## config.mk

```make
export PLATFORM = sky130hd
export DESIGN_NAME = tx_pattern_gen_flat
export DESIGN_NICKNAME = d
export VERILOG_FILES = /design/src/rtl/tx_pattern_gen_if.sv /design/src/rtl/tx_pattern_gen.sv /design/src/flat_wrapper.sv
export SDC_FILE = /design/constraint.sdc
export NUM_CORES = 1
export LEC_CHECK = 0
export ABC_AREA = 1
export CORE_UTILIZATION = 54
export CTS_BUF_LIST = sky130_fd_sc_hd__clkbuf_8
export DETAILED_ROUTE_END_ITERATION = 8
export GPL_TIMING_DRIVEN = 0
export PLACE_DENSITY = 0.9
export SYNTH_ARGS = -nofsm -noshare
export SYNTH_HDL_FRONTEND = slang
export SYNTH_SLANG_ARGS = --single-unit
```

## constraint.sdc

```tcl
create_clock -name clk160 -period 2.1 [get_ports clk160]
set_input_delay 0.42 -clock clk160 [delete_from_list [all_inputs] [get_ports clk160]]
set_output_delay 0.42 -clock clk160 [all_outputs]
set_load 0.02 [all_outputs]
```

## src/rtl/tx_pattern_gen_if.sv

```systemverilog
`default_nettype none
// ============================================================================
//  Module      : tx_pattern_gen_if
//  Description : User-data valid/ready handshake into the transmit pattern
//                generator.
//                  data_in    : 8-bit user word
//                  data_valid : data_in carries a word
//                  data_ready : generator accepts data_in this cycle
//                master = word producer, slave = tx_pattern_gen.
//  Revision    : 1.0  initial release
// ============================================================================
interface tx_pattern_gen_if;
    logic [7:0] data_in;
    logic       data_valid;
    logic       data_ready;

    modport master (
        output data_in,
        output data_valid,
        input  data_ready
    );

    modport slave (
        input  data_in,
        input  data_valid,
        output data_ready
    );
endinterface
`default_nettype wire

```

## src/rtl/tx_pattern_gen.sv

```systemverilog
`default_nettype none
// ============================================================================
//  Module      : tx_pattern_gen
//  Description : Transmit word source for an 8-bit serializer. Sends an idle
//                word, a PRBS7 (x^7+x^6+1) training burst, or user data, and
//                keeps saturating counters of sent and corrupted words.
//                Optional single-bit error injection is built in when the
//                macro TX_ERR_INJECT_EN is defined.
//  Ports       : clk160          rising-edge clock
//                rst             synchronous active-high reset
//                train_start     pulse: start / restart a training burst
//                train_hold      keep training past the end of the burst
//                data_en         go to / stay in the DATA state
//                data_if         user-data handshake (slave modport)
//                inject_err      pulse: corrupt bit 0 of the next sent word
//                reset_counters  synchronous clear of both counters
//                tx_word         registered word to the serializer (bit 0 first)
//                train_active    high while training
//                train_done      one-cycle pulse when a burst completes
//                words_sent      saturating count of PRBS + accepted data words
//                errs_injected   saturating count of injected errors
//  Revision    : 1.0  initial release
// ============================================================================
module tx_pattern_gen #(
    parameter int unsigned TRAIN_WORDS = 1024,
    parameter logic [7:0]  IDLE_WORD   = 8'hAC,
    parameter logic [6:0]  PRBS_SEED   = 7'h7F
) (
    input  wire logic         clk160,
    input  wire logic         rst,
    input  wire logic         train_start,
    input  wire logic         train_hold,
    input  wire logic         data_en,
    tx_pattern_gen_if.slave   data_if,
    input  wire logic         inject_err,
    input  wire logic         reset_counters,
    output logic [7:0]        tx_word,
    output logic              train_active,
    output logic              train_done,
    output logic [31:0]       words_sent,
    output logic [15:0]       errs_injected
);

    localparam logic [15:0] c_burst_load = 16'(TRAIN_WORDS - 1);

    typedef enum logic [1:0] {
        ST_IDLE  = 2'd0,
        ST_TRAIN = 2'd1,
        ST_DATA  = 2'd2
    } state_t;

    state_t      r_state, w_state_nxt;
    logic [6:0]  r_lfsr, w_lfsr_nxt;
    logic [15:0] r_burst_cnt, w_burst_cnt_nxt;
    logic [7:0]  r_tx_word;
    logic        r_train_done, w_done_nxt;
    logic [31:0] r_words_sent;
    logic [7:0]  w_word_sel;
    logic [7:0]  w_word_tx;
    logic        w_sent;
    logic        w_accept;
    logic        w_err_apply;
    logic [14:0] w_prbs;

    // Eight LFSR steps; returns {next_state, word}, word bit k = k-th new bit.
    function automatic logic [14:0] prbs_step(input logic [6:0] s_in);
        logic [6:0] s;
        logic [7:0] w;
        logic       b;
        s = s_in;
        w = '0;
        for (int k = 0; k < 8; k++) begin
            b    = s[6] ^ s[5];
            s    = {s[5:0], b};
            w[k] = b;
        end
        return {s, w};
    endfunction

    assign w_prbs = prbs_step(r_lfsr);

    // A start request takes the cycle, so no user word is accepted alongside it.
    assign data_if.data_ready = (r_state == ST_DATA) && data_en && !train_start;
    assign w_accept           = data_if.data_ready && data_if.data_valid;

    always_comb begin
        w_state_nxt     = r_state;
        w_lfsr_nxt      = r_lfsr;
        w_burst_cnt_nxt = r_burst_cnt;
        w_word_sel      = IDLE_WORD;
        w_sent          = 1'b0;
        w_done_nxt      = 1'b0;
        case (r_state)
            ST_IDLE: begin
                if (train_start) begin
                    w_state_nxt     = ST_TRAIN;
                    w_lfsr_nxt      = PRBS_SEED;
                    w_burst_cnt_nxt = c_burst_load;
                end else if (data_en) begin
                    w_state_nxt = ST_DATA;
                end
            end
            ST_TRAIN: begin
                if (train_start) begin
                    // Restart: the restart cycle itself emits an idle word.
                    w_lfsr_nxt      = PRBS_SEED;
                    w_burst_cnt_nxt = c_burst_load;
                end else begin
                    w_word_sel = w_prbs[7:0];
                    w_lfsr_nxt = w_prbs[14:8];
                    w_sent     = 1'b1;
                    if (r_burst_cnt != 16'd0) begin
                        w_burst_cnt_nxt = r_burst_cnt - 16'd1;
                    end else if (!train_hold) begin
                        w_done_nxt  = 1'b1;
                        w_state_nxt = data_en ? ST_DATA : ST_IDLE;
                    end
                end
            end
            ST_DATA: begin
                if (train_start) begin
                    w_state_nxt     = ST_TRAIN;
                    w_lfsr_nxt      = PRBS_SEED;
                    w_burst_cnt_nxt = c_burst_load;
                end else if (!data_en) begin
                    w_state_nxt = ST_IDLE;
                end else if (w_accept) begin
                    w_word_sel = data_if.data_in;
                    w_sent     = 1'b1;
                end
            end
            default: begin
                w_state_nxt = ST_IDLE;
            end
        endcase
    end

    assign w_word_tx = w_word_sel ^ {7'd0, w_err_apply};

    always_ff @(posedge clk160) begin
        if (rst) begin
            r_state      <= ST_IDLE;
            r_tx_word    <= IDLE_WORD;
            r_lfsr       <= PRBS_SEED;
            r_burst_cnt  <= 16'd0;
            r_train_done <= 1'b0;
            r_words_sent <= 32'd0;
        end else begin
            r_state      <= w_state_nxt;
            r_tx_word    <= w_word_tx;
            r_lfsr       <= w_lfsr_nxt;
            r_burst_cnt  <= w_burst_cnt_nxt;
            r_train_done <= w_done_nxt;
            if (reset_counters) begin
                r_words_sent <= 32'd0;
            end else if (w_sent && (r_words_sent != 32'hFFFF_FFFF)) begin
                r_words_sent <= r_words_sent + 32'd1;
            end
        end
    end

`ifdef TX_ERR_INJECT_EN
    logic        r_err_pend;
    logic [15:0] r_errs;

    // Idle words never consume the pending flag.
    assign w_err_apply = r_err_pend && w_sent;

    always_ff @(posedge clk160) begin
        if (rst) begin
            r_err_pend <= 1'b0;
            r_errs     <= 16'd0;
        end else begin
            // A pulse landing while a request is outstanding merges into it.
            if (w_err_apply) begin
                r_err_pend <= 1'b0;
            end else if (inject_err) begin
                r_err_pend <= 1'b1;
            end
            if (reset_counters) begin
                r_errs <= 16'd0;
            end else if (w_err_apply && (r_errs != 16'hFFFF)) begin
                r_errs <= r_errs + 16'd1;
            end
        end
    end

    assign errs_injected = r_errs;
`else
    logic w_unused_inject;
    assign w_unused_inject = inject_err;
    assign w_err_apply     = 1'b0;
    assign errs_injected   = 16'd0;
`endif

    assign tx_word      = r_tx_word;
    assign train_active = (r_state == ST_TRAIN);
    assign train_done   = r_train_done;
    assign words_sent   = r_words_sent;

endmodule
`default_nettype wire
```

## src/flat_wrapper.sv

```systemverilog
// flat-port wrapper written by rule: the top's interface ports become plain ports
module tx_pattern_gen_flat 
#(
    parameter int unsigned TRAIN_WORDS = 1024,
    parameter logic [7:0]  IDLE_WORD   = 8'hAC,
    parameter logic [6:0]  PRBS_SEED   = 7'h7F
)
  (clk160, rst, train_start, train_hold, data_en, inject_err, reset_counters, tx_word, train_active, train_done, words_sent, errs_injected, data_if_data_in, data_if_data_valid, data_if_data_ready);
  tx_pattern_gen_if data_if_i ();
  input  wire logic clk160;
  input  wire logic rst;
  input  wire logic train_start;
  input  wire logic train_hold;
  input  wire logic data_en;
  input  wire logic inject_err;
  input  wire logic reset_counters;
  output logic [7:0] tx_word;
  output logic train_active;
  output logic train_done;
  output logic [31:0] words_sent;
  output logic [15:0] errs_injected;
  input wire logic [$bits(data_if_i.data_in)-1:0] data_if_data_in;
  input wire logic [$bits(data_if_i.data_valid)-1:0] data_if_data_valid;
  output wire logic [$bits(data_if_i.data_ready)-1:0] data_if_data_ready;
  assign data_if_i.data_in = data_if_data_in;
  assign data_if_i.data_valid = data_if_data_valid;
  assign data_if_data_ready = data_if_i.data_ready;
  tx_pattern_gen #(.TRAIN_WORDS(TRAIN_WORDS), .IDLE_WORD(IDLE_WORD), .PRBS_SEED(PRBS_SEED)) u_core (.clk160(clk160), .rst(rst), .train_start(train_start), .train_hold(train_hold), .data_en(data_en), .data_if(data_if_i), .inject_err(inject_err), .reset_counters(reset_counters), .tx_word(tx_word), .train_active(train_active), .train_done(train_done), .words_sent(words_sent), .errs_injected(errs_injected));
endmodule
```

==> flow_summary_export.csv <==
group,metric,value,unit
run_status,outcome,"finished, final reports clean",
timing,timing.final.crit_share,93.4,%
logic_synthesis,syn_area_per_cell,6.41,um2
worst_setup_path,crit_type,"flip-flop to flip-flop",
logic_synthesis,synth_area,3990,um2
floorplan,core,6980,um2
timing,period_minus_slack,1.96,ns
final_layout,stdcell_count,806,
floorplan,ios,75,
logic_synthesis,synth-edff-count,0,
global_route,grt_pass1_wl,17000,um
clock_tree,clock-sinks,66,
logic_synthesis,ys_warn_count,0,
drt,dr.pass1.iters,5,
drt,wl_per_cell,12.4,um
clock_tree,clock_path_buffers,2,
clock_tree,postCtsSetupBuffers,0,
clock_tree,htreeDepth,3,
placement,numPortBuffers,56,
final_layout,drive_above_1_share,10.0,%
logic_synthesis,synthDistinctLibCells,37,
global_route,grt_max_degree,12,
global_route,grt_use_total,28.2,%
timing,slew_headroom,62.0,%
drt,via_count,4256,
clock_tree,clkLatencyLatePin,0.35,ns
timing,finalSetupViolCount,0,
final_layout,nNetsFinal,728,
timing,tightest_slew,0.570,ns
drt,drc_errors,0,
power,p_leak,0.00186,uW
drt,dr.first_iter.drc_count,350,
worst_setup_path,crit_fanout,10,
timing,timing_max_transition_violations_final,0,
hold_path,hold_class,"flip-flop to flip-flop",
floorplan,die_h,88.0,um
clock_tree,cts-root-buf,"clkbuf_8",
worst_setup_path,cp-startpoint,"u_core.r_state[1]",
job,drv_cap,0,
logic_synthesis,synth-seq-cells,66,
drt,viasPerCell,5.28,
worst_setup_path,r2r_setup_slack,0.14,ns
placement,dp.cells,790,
floorplan,start_util,57.2,%
logic_synthesis,synth_ff_type,"dfxtp_1",
placement,place_congestion,0.895,
final_layout,syn_to_final_growth,23.5,%
clock_tree,postCtsHoldBufs,0,
final_layout,fillers,564,
timing,fmax,510,MHz
timing,clock_skew,0.00927,ns
worst_setup_path,r2r_start,"u_core.r_state[1]",
global_route,overflow,0,
clock_tree,path_clk_slew,0.08,ns
hold_path,whs_path_depth,2,
drt,antenna_left,0,
drt,drt-total-wl,9990,um
logic_synthesis,synth_cells,623,
floorplan,fp.dieArea,7740,um2
global_route,grt_pass1_vias,3986,
worst_setup_path,rr_endpoint,"u_core.words_sent[10]",
timing,whs,0.485,ns
final_layout,layout_common_cells,"nand2_1, nor2_1, dfxtp_1",
timing,hold_viol_final,0,
hold_path,hold_end,"u_core.r_burst_cnt[15]",
logic_synthesis,synthArstFlopShare,0,%
clock_tree,cts_buffers,9,
floorplan,num_rows,30,
power,power_density,590,nW/um2
timing,tns,0,ns
power,vdd_drop_max,0.531,mV
final_layout,final_common_cell,"nand2_1",
worst_setup_path,worstRegToRegCells,11,
global_route,antenna_found_initial,0,
placement,dpl.hpwl,7410,um
hold_path,holdCritStartpoint,"u_core.r_burst_cnt[15]",
worst_setup_path,cp-end-kind,"flip-flop",
floorplan,die_w,88.0,um
logic_synthesis,seq_area_frac_synth,33.1,%
clock_tree,cts_tree,"yes",
worst_setup_path,start_kind,"flip-flop",
worst_setup_path,crit_required,2.37,ns
worst_setup_path,arrival,2.23,ns
final_layout,diodes,0,
routing by layer:
metal  share of wire [%]  GRT usage, %  vias to the layer above
met4                 3.3          14.5                        0
met3                 7.7          7.92                       31
li1                    -             -                     2108
met2                  49          48.8                      189
met1                  40          31.4                     1928
met5                   0             0                        -
power by group:
part	switching, uW	internal (uW)	total [uW]	leakage (uW)
Combinational	366	210	576	0.00122
Sequential	49.3	1300	1350	0.000537
Clock	495	486	981	0.0000965
repair_timing:
action                     in CTS  in global routing
resized for setup               7                  7
setup endpoints to repair      16                 34
pin swaps                       0                  0
registers in the layout, summed over array words and instances (netlist names):
| signal | count |
|---|---|
| u_core.r_lfsr | 7 |
| u_core.train_done | 1 |
| u_core.r_burst_cnt | 16 |
| u_core.r_state | 2 |
| u_core.words_sent | 32 |
| u_core.tx_word | 8 |
kinds of logic (layout without fill, tap and decap cells):
family                     count (synthesis)  in the layout  synth area share, %
xor gates and xnor gates                  20             20                 4.39
buffers and inverters                     78            150                 9.91
other                                      1             16               0.0940
adders and majority gates                  7              7                 2.19
DFF                                       66             66                 33.1
AOI/OAI and AO/OA                         77             77                 10.6
and+or+nand+nor                          374            374                 39.7
synth_stat cells (5+ instances only):
cell type | count | share of area [%]
nand2_1 | 201 | 19
o21ai_0 | 22 | 2.8
dfxtp_1 | 66 | 33
nand3b_1 | 7 | 1.3
nor3_1 | 6 | 0.75
nand4_1 | 8 | 1.3
xnor2_1 | 5 | 1.1
clkbuf_1 | 5 | 0.47
a21oi_1 | 40 | 5.0
nand3_1 | 25 | 3.1
inv_1 | 43 | 4.0
xor2_1 | 15 | 3.3
buf_4 | 18 | 3.4
nor2_1 | 107 | 10
nor2_2 | 6 | 0.94
ha_1 | 7 | 2.2
o22ai_1 | 5 | 0.78
metrics by stage:
step / instance area (um2) / total power (uW) / util [%] / worst slack (ns)
floorplan: 4050 / 1780 / - / 0.266
global placement: 4730 / 1910 / 67.7 / -0.516
detailed placement: 4730 / 1930 / 67.7 / -0.572
CTS: 4910 / 2900 / 70.4 / -0.0285
global route: 4930 / 3060 / 70.6 / -0.0156
finish: 4930 / 2910 / 70.6 / 0.138
worst max path at each step:
stage                        endpoint  slack (ns)
6_report        u_core.words_sent[10]        0.14
5_1_grt         u_core.words_sent[25]       -0.02
4_1_cts        u_core.r_burst_cnt[14]       -0.03
3_5_place_dp       data_if_data_ready       -0.57
3_3_place_gp       data_if_data_ready       -0.52
2_1_floorplan   u_core.words_sent[25]        0.27
worst max-delay path, cell delays in order, from the launching register on:
cell	delay [ns]
dfxtp_1	0.38
inv_1	0.12
ha_2	0.27
inv_2	0.07
nor2_4	0.17
inv_2	0.06
a21oi_2	0.20
nand2_4	0.11
inv_4	0.12
buf_6	0.15
nand2_1	0.06
a21oi_1	0.14
final cells by class:
cell class                      instances  area, um2  area share (%)
Buffer                                 29        211            4.29
Clock buffer                           11        151            3.07
Tap cell                               96        120            2.44
Sequential cell                        66       1320            26.9
Multi-Input combinational cell        494       2350            47.7
Inverter                               49        186            3.78
Clock inverter                          5       30.0           0.609
Timing Repair Buffer                   56        553            11.2
(Power assumes the default switching activity.)
